`config.mk`:
```
export PLATFORM = sky130hd
export DESIGN_NAME = cpu_step_ctrl_flat
export DESIGN_NICKNAME = d
export VERILOG_FILES = /design/src/rtl/cpu_step_ctrl_pkg.sv /design/src/rtl/cpu_step_ctrl_if.sv /design/src/rtl/cpu_step_ctrl_debounce.sv /design/src/rtl/cpu_step_ctrl.sv /design/src/flat_wrapper.sv
export SDC_FILE = /design/constraint.sdc
export NUM_CORES = 1
export LEC_CHECK = 0
export CAP_MARGIN = 10
export CORE_MARGIN = 2
export CORE_UTILIZATION = 40
export CTS_CLUSTER_SIZE = 10
export DETAILED_ROUTE_END_ITERATION = 8
export PLACE_DENSITY_LB_ADDON = 0.08
export SLEW_MARGIN = 20
export SYNTH_ARGS = -nofsm -noshare
export SYNTH_HDL_FRONTEND = slang
export SYNTH_SLANG_ARGS = --single-unit
```
`constraint.sdc`:
```
create_clock -name clk -period 3.7 [get_ports clk]
set_input_delay 0.37 -clock clk [delete_from_list [all_inputs] [get_ports clk]]
set_output_delay 0.37 -clock clk [all_outputs]
set_load 0.05 [all_outputs]
```
`src/rtl/cpu_step_ctrl_pkg.sv`:
```
// Shared types and defaults for the single-step / free-run CPU clock-enable controller.
package cpu_ctrl_pkg;

  typedef enum logic [1:0] {
    STEP   = 2'd0,
    RUN    = 2'd1,
    HALTED = 2'd2
  } ctrl_state_t;

  // Board defaults at 50 MHz: ~6 Hz run rate, 20 ms debounce.
  localparam int unsigned RUN_DIV_DEFAULT    = 8388608;
  localparam int unsigned DEB_CYCLES_DEFAULT = 1000000;
  localparam int unsigned STEP_CNT_W         = 16;

  // Width of a counter holding 0..n-1, never less than one bit.
  function automatic int unsigned cnt_width(input int unsigned n);
    return (n > 1) ? $clog2(n) : 1;
  endfunction

endpackage

```
`src/rtl/cpu_step_ctrl_if.sv`:
```
// CPU-facing signals of the step controller: halt in, clock enable and status out.
interface cpu_step_ctrl_if;
  import cpu_ctrl_pkg::*;

  logic                  halt;
  logic                  cpu_ce;
  logic                  run_mode;
  logic [STEP_CNT_W-1:0] step_cnt;
  logic                  heartbeat;

  modport master (
    input  halt,
    output cpu_ce, run_mode, step_cnt, heartbeat
  );

  modport slave (
    output halt,
    input  cpu_ce, run_mode, step_cnt, heartbeat
  );
endinterface

```
`src/rtl/cpu_step_ctrl_debounce.sv`:
```
// Push-button conditioner: 2-flop synchronizer, stability counter, one-cycle press pulse.
module key_debounce
  import cpu_ctrl_pkg::*;
#(
  parameter int unsigned DEB_CYCLES = DEB_CYCLES_DEFAULT
) (
  input  logic clk,
  input  logic rst_n,
  input  logic key_n,
  output logic press
);

  localparam int unsigned CW = cnt_width(DEB_CYCLES);
  localparam logic [CW-1:0] DEB_LAST = CW'(DEB_CYCLES - 1);

  logic          sync1;
  logic          sync2;
  logic          stable;
  logic [CW-1:0] cnt;

  // Bring the raw key into the clk domain; released (1) out of reset.
  always_ff @(posedge clk or negedge rst_n) begin
    if (!rst_n) begin
      sync1 <= 1'b1;
      sync2 <= 1'b1;
    end else begin
      sync1 <= key_n;
      sync2 <= sync1;
    end
  end

  // Accept a new level only after it has differed from the stable one for DEB_CYCLES cycles.
  always_ff @(posedge clk or negedge rst_n) begin
    if (!rst_n) begin
      stable <= 1'b1;
      cnt    <= '0;
      press  <= 1'b0;
    end else begin
      press <= 1'b0;
      if (sync2 == stable) begin
        cnt <= '0;
      end else if (cnt == DEB_LAST) begin
        stable <= sync2;
        cnt    <= '0;
        // Only a 1->0 acceptance is a press; stable is still the old level here.
        press  <= stable;
      end else begin
        cnt <= cnt + 1'b1;
      end
    end
  end

endmodule

```
`src/rtl/cpu_step_ctrl.sv`:
```
// CPU clock-enable controller: single-step on key, free-run from a divider, halt from the CPU.
module cpu_step_ctrl
  import cpu_ctrl_pkg::*;
#(
  parameter int unsigned RUN_DIV    = RUN_DIV_DEFAULT,
  parameter int unsigned DEB_CYCLES = DEB_CYCLES_DEFAULT
) (
  input  logic                   clk,
  input  logic                   rst_n,
  input  logic                   key_step_n,
  input  logic                   key_mode_n,
  cpu_step_ctrl_if.master        cpu
);

  localparam int unsigned DIV_W = cnt_width(RUN_DIV);
  localparam logic [DIV_W-1:0] DIV_LAST = DIV_W'(RUN_DIV - 1);

  ctrl_state_t           state_q;
  ctrl_state_t           state_d;
  logic [DIV_W-1:0]      div_q;
  logic [DIV_W-1:0]      div_d;
  logic                  div_wrap;
  logic                  ce_d;
  logic                  ce_q;
  logic                  run_q;
  logic                  hb_q;
  logic [STEP_CNT_W-1:0] cnt_q;
  logic                  step_press;
  logic                  mode_press;

  key_debounce #(.DEB_CYCLES(DEB_CYCLES)) u_step_deb (
    .clk   (clk),
    .rst_n (rst_n),
    .key_n (key_step_n),
    .press (step_press)
  );

  key_debounce #(.DEB_CYCLES(DEB_CYCLES)) u_mode_deb (
    .clk   (clk),
    .rst_n (rst_n),
    .key_n (key_mode_n),
    .press (mode_press)
  );

  assign div_wrap = (div_q == DIV_LAST);

  // Next state and clock-enable request; a mode press always beats a step press.
  always_comb begin
    state_d = state_q;
    ce_d    = 1'b0;
    unique case (state_q)
      STEP: begin
        if (mode_press)                   state_d = RUN;
        else if (step_press && !cpu.halt) ce_d    = 1'b1;
      end
      RUN: begin
        if (mode_press)    state_d = STEP;
        else if (cpu.halt) state_d = HALTED;
        else if (div_wrap) ce_d    = 1'b1;
      end
      HALTED: begin
        if (mode_press) state_d = STEP;
      end
      default: state_d = STEP;
    endcase
    // Keeps pulses isolated even for a degenerate RUN_DIV of 1.
    ce_d = ce_d & ~ce_q;
  end

  // Free-running divider, restarted on RUN entry so the first pulse is a full period away.
  always_comb begin
    div_d = div_q + 1'b1;
    if ((state_q != RUN) && (state_d == RUN)) div_d = '0;
    else if (div_wrap)                        div_d = '0;
  end

  // State and divider registers.
  always_ff @(posedge clk or negedge rst_n) begin
    if (!rst_n) begin
      state_q <= STEP;
      div_q   <= '0;
    end else begin
      state_q <= state_d;
      div_q   <= div_d;
    end
  end

  // Registered outputs: enable pulse, mode flag, heartbeat and pulse counter.
  always_ff @(posedge clk or negedge rst_n) begin
    if (!rst_n) begin
      ce_q  <= 1'b0;
      run_q <= 1'b0;
      hb_q  <= 1'b0;
      cnt_q <= '0;
    end else begin
      ce_q  <= ce_d;
      run_q <= (state_d == RUN);
      if (div_wrap) hb_q  <= ~hb_q;
      if (ce_q)     cnt_q <= cnt_q + 1'b1;
    end
  end

  assign cpu.cpu_ce    = ce_q;
  assign cpu.run_mode  = run_q;
  assign cpu.heartbeat = hb_q;
  assign cpu.step_cnt  = cnt_q;

endmodule

```
`src/flat_wrapper.sv`:
```
// flat-port wrapper written by rule: the top's interface ports become plain ports
module cpu_step_ctrl_flat import cpu_ctrl_pkg::*;
#(
  parameter int unsigned RUN_DIV    = RUN_DIV_DEFAULT,
  parameter int unsigned DEB_CYCLES = DEB_CYCLES_DEFAULT
)
  (clk, rst_n, key_step_n, key_mode_n, cpu_halt, cpu_cpu_ce, cpu_run_mode, cpu_step_cnt, cpu_heartbeat);
  cpu_step_ctrl_if cpu_i ();
  input  logic clk;
  input  logic rst_n;
  input  logic key_step_n;
  input  logic key_mode_n;
  input wire logic [$bits(cpu_i.halt)-1:0] cpu_halt;
  output wire logic [$bits(cpu_i.cpu_ce)-1:0] cpu_cpu_ce;
  output wire logic [$bits(cpu_i.run_mode)-1:0] cpu_run_mode;
  output wire logic [$bits(cpu_i.step_cnt)-1:0] cpu_step_cnt;
  output wire logic [$bits(cpu_i.heartbeat)-1:0] cpu_heartbeat;
  assign cpu_i.halt = cpu_halt;
  assign cpu_cpu_ce = cpu_i.cpu_ce;
  assign cpu_run_mode = cpu_i.run_mode;
  assign cpu_step_cnt = cpu_i.step_cnt;
  assign cpu_heartbeat = cpu_i.heartbeat;
  cpu_step_ctrl #(.RUN_DIV(RUN_DIV), .DEB_CYCLES(DEB_CYCLES)) u_core (.clk(clk), .rst_n(rst_n), .key_step_n(key_step_n), .key_mode_n(key_mode_n), .cpu(cpu_i));
endmodule
```
## Word-level counts from Yosys, hierarchy flattened

Cells that the tools add are included.

| word-level totals | value |
|---|---|
| register bits | 92 |
| output and inout bits | 19 |
| word-level logic and storage cells | 61 |

| cells by class | value |
|---|---|
| add/subtract/negate cells | 4 |
| eq/ne operators | 9 |
| mux-type cells | 21 |
| bitwise operators | 5 |
| reductions and logical operators | 6 |

Operators with widths:

| kind | number |
|---|---|
| 20-bit 2-to-1 mux | 4 |
| 23-bit 2-to-1 mux | 2 |
| 20-bit by 1-bit adder with 20-bit output, second input constant | 2 |
| 20-bit equality test, second input constant | 2 |
| 23-bit by 1-bit adder with 23-bit output, second input constant | 1 |
| 23-bit equality test, second input constant | 1 |
| 16-bit by 1-bit adder with 16-bit output, second input constant | 1 |
| 1-bit 2-to-1 mux | 9 |
| 2-bit 2-to-1 mux | 4 |
| 2-bit case mux with 3 select lines | 1 |
| 2-bit by 1-bit equality test with 1-bit output, second input constant | 2 |
| 1-bit NOT | 4 |
| 2-bit AND reduction | 2 |
| 1-bit equality test | 2 |
| 2-bit equality test, second input constant | 1 |
| 1-bit logical AND | 2 |
| 2-bit logical NOT | 1 |
| 2-bit by 1-bit != test with 1-bit output, second input constant | 1 |
| 1-bit case mux with 2 select lines | 1 |
| 1-bit AND | 1 |
| 1-bit logical NOT | 1 |

## Depth between registers and ports, before layout

| depth | value |
|---|---|
| word-level depth | 6 |
| depth in mapped cells | 6 |

## Hierarchy

A second synthesis with hierarchy kept.

| second synthesis, totals | value |
|---|---|
| cells, all modules | 428 |
| area, all modules | 4299.1 sq um |

Modules (own cells, without submodules):

| module | instances | cells an instance | area each (sq um) | sequential area each (sq um) |
|---|---|---|---|---|
| key_debounce | 2 | 116 | 1139.8 | 604.3 |
| cpu_step_ctrl | 1 | 196 | 2019.4 | 1101.1 |

## Worst setup path after synthesis

Ideal clock, no wire load.

| path | value |
|---|---|
| path type | register to register |
| start | register u_core.div_q[2] |
| end | register u_core.div_q[10] |
| setup time | 0.119 ns |
| data arrival time | 1.711 ns |
| required time | 3.581 ns |
| slack | 1.870 ns |
| stages on the path, launching flop included | 6 |
| path buffers | 1 |
| clock period less this slack | 1.830 ns |
| path through | dfrtp_1 > nand4_4 > or4_4 > o31ai_4 > buf_6 > nor2_1 |

| on the way | value |
|---|---|
| cells in the longest elaborated chain, start to end | 3 |

RTL lines:

| item | RTL line | RTL |
|---|---|---|
| start, declared | cpu_step_ctrl.sv:20 | `logic [DIV_W-1:0] div_q;` |
| start signal, assigned | cpu_step_ctrl.sv:84 | `div_q <= div_d;` |
| 23-bit by 1-bit adder with 23-bit output or 23-bit equality test (tied branches) | cpu_step_ctrl.sv:72, cpu_step_ctrl.sv:45 |  |
| 23-bit 2-to-1 mux * | cpu_step_ctrl.sv:74 | `else if (div_wrap) div_d = '0;` |
| 23-bit 2-to-1 mux * | cpu_step_ctrl.sv:73 | `if ((state_q != RUN) && (state_d == RUN)) div_d = '0;` |
| named net u_core.div_d[10] | cpu_step_ctrl.sv:21 | `logic [DIV_W-1:0] div_d;` |

The timed path passes the listed nets; every way through them passes the cells marked *.
A chain may end at the register's enable or synchronous reset.

## Final worst setup path

| path | value |
|---|---|
| start | register u_core.div_q[2] |
| end | register u_core.div_q[5] |

Same word-level chain as after synthesis.

==> summary.txt <==
outcome: complete, no violations
Fmax: 447 MHz
CTS tree: yes
syn_nets: 427
Rows: 37
overall routing resource usage: 15.4%
root buf cell: clkbuf_8
setup TNS: 0 ps
initial antenna violation count: 0
Synth Area in Compound Gates: 6.63%
mux cell area share after synthesis: 1.01%
Max VDD drop: 0.147 mV
Seq cells post-synth: 92
vias in the first global route: 3129
worst-path cell chain: nand4_4 > or4_4 > o31ai_4 > nor2_1
met1 Resource Use GR: 20.4%
fin util: 46.8%
Placer Congestion: 0.776
CP max FO: 18
dpl hpwl: 5390 um
synthesized area: 4320 um^2
Least-Margin Pin Slew: 746 ps
via count: 3122
Synth Instances: 418
Crit. Startpoint: u_core.div_q[2]
commonest non-fill, non-tap cells in the layout: dfrtp_1 (86), nor2_1 (47), xor2_1 (33), nand4_1 (26), nand2_1 (24)
Resize count post-CTS: 0
Crit. End Element: flop
DR DRC count: 0
CP Class: reg2reg
class of the worst hold path: in2async
setup bufs post-CTS: 0
Pleak: 2.05 nW
Slowest-stage cell, CP: or4_4
Die Ht: 108 um
GRT busiest layer: met2
post-route ant nets: 0
Nets: 452
First-pass DRT Iterations: 4
startpoint class of the critical path: flop
Ys Warns: 0
slowest stage delay, CP: 660 ps
fin crit period: 2240 ps
PortBufs: 23
Num CTS Buffers: 9
Syn-to-layout area delta: 12.6%
RR Startpoint: u_core.div_q[2]
H-tree Lvls: 3
Final Max Tran Viols: 0
grt ovf: 0
Final Cycle Share: 60.4%
Slew headroom: 50.2%
Initial Util: 41.5%
Clock Path Buffers: 2
IO Pins: 24
core footprint: 10400 um^2
largest net degree at the start of global routing: 51
vias per cell: 5.35
max_cap viols: 0
ant diodes: 0
share of post-route cells with drive strength above 1: 8.71%
clk slew on worst S/H paths: 90 ps
commonest non-fill, non-tap cell in the layout: dfrtp_1
simple-gate share of the synthesized area: 24.5%
met3 GRT Util: 3.38%
critical path data required time: 3920 ps
GR Util met2: 24.0%
Die ar.: 11700 um^2
adder-cell share of the synthesized area: 1.16%
hold buffers post-CTS: 0
RSZ-0062 raised after global routing: false
sequential fraction of the synthesis area: 53.4%
Hold Fails Final Rpt: 0
Routed WL: 7980 um
Unique masters post-synth: 38
DR WL/cell: 13.7 um
Die X: 108 um
clock tree sinks: 92
Synth Area in XOR/XNOR: 10.7%
Pwr Density: 347 nW/um^2
clk_skew: 9.46 ps
final setup vio count: 0
main combinational cell family by area after synthesis: simple AND/OR/NAND/NOR gates
first-pass GRT wire length: 14200 um
crit path DAT: 2450 ps
Detailed Route Iter0 Violations: 95
Worst-Skew Late Latency: 360 ps
# fillers: 1010
syn avg cell area: 10.3 um^2
per-stage QoR:
stage                     instances  hold WS [ps]  area (um^2)  worst slack (ps)  total power [mW]
after global routing            584          53.8         4870              1310              1.78
final                           584          26.8         4870              1460              1.69
after global placement          568           347         4690              1510              1.09
after floorplan                 418          74.4         4320              1870              1.06
after CTS                       584          45.3         4870              1420              1.73
after detailed placement        568           347         4690              1440              1.09
sequential cells by signal (all words and copies together) (netlist names), 2 cells and up:
| name | flops |
|---|---|
| u_core.div_q | 23 |
| u_core.u_mode_deb.cnt | 20 |
| u_core.u_step_deb.cnt | 20 |
| u_core.cpu.step_cnt | 16 |
| u_core.state_q | 2 |
logic make-up (layout without fill, tap and decap cells):
| logic type | Yosys count | in the layout |
|---|---|---|
| AO/OA/AOI/OAI | 49 | 49 |
| XOR/XNOR | 53 | 53 |
| adder cells (fa/ha/maj) | 4 | 4 |
| buffers and inverters | 24 | 54 |
| flip-flops | 92 | 92 |
| multiplexers | 4 | 4 |
| AND/OR/NAND/NOR | 192 | 192 |
path summary, 6_finish.rpt:
| kind | end | depth (start not counted) | slack (ps) |
|---|---|---|---|
| min | u_core.cpu.heartbeat | 1 | 30 |
| max | u_core.div_q[5] | 4 | 1460 |
| min in group clk | u_core.u_mode_deb.sync2 | 0 | 360 |
| min reg2reg | u_core.u_mode_deb.sync2 | 0 | 360 |
| max in group asynchronous | u_core.u_mode_deb.cnt[3] | 2 | 2870 |
| max reg2reg | u_core.div_q[5] | 4 | 1460 |
worst max-delay path: cells and delay by family (launching register included):
family / cells / cell delay, ps
simple gates: 3 / 960
compound gates: 1 / 640
flops: 1 / 480
where the power goes:
group          leakage [nW]  internal, mW  switching, mW
Clock                0.0884         0.279          0.345
Sequential             1.24          1.01        0.00618
Combinational         0.721        0.0129         0.0341
Total                  2.05          1.31          0.386
area by class of cell:
type	instances	area (um^2)	area share (%)
sequential	92	2310	47.4
timing repair buffer	27	258	5.29
clock buffer	12	155	3.19
clock inverter	4	25.0	0.514
tap	136	170	3.49
multi-input combinational	302	1910	39.2
inverter	11	41.3	0.848
synth_stat cells (all sizes together):
master / count / area, um^2
o211a: 1 / 10.0
o31ai: 7 / 71.3
or2: 1 / 6.26
a21oi: 23 / 115
and3: 11 / 68.8
inv: 11 / 41.3
dfstp: 6 / 158
and2: 6 / 37.5
nor3b: 1 / 7.51
clkbuf: 8 / 30.0
and4: 12 / 106
buf: 5 / 37.5
ha: 4 / 50.1
nor4b: 3 / 26.3
xnor2: 20 / 175
mux2: 3 / 33.8
xor2: 33 / 289
nor4: 2 / 12.5
or3: 19 / 121
nand2b: 1 / 6.26
dfrtp: 86 / 2150
nand3: 23 / 115
nor3: 6 / 30.0
or4: 7 / 56.3
o21ai: 18 / 90.1
nor2: 47 / 176
nor2b: 1 / 6.26
nand4: 27 / 184
mux2i: 1 / 10.0
nand2: 24 / 90.1
or4b: 1 / 10.0
metal layers:
metal | part of all wire (%) | up-vias
met3 | 2.6 | 11
met2 | 45 | 35
met1 | 50 | 1543
li1 | - | 1533
met5 | 0 | -
met4 | 1.8 | 0
Power figures use the tool's default switching activity.
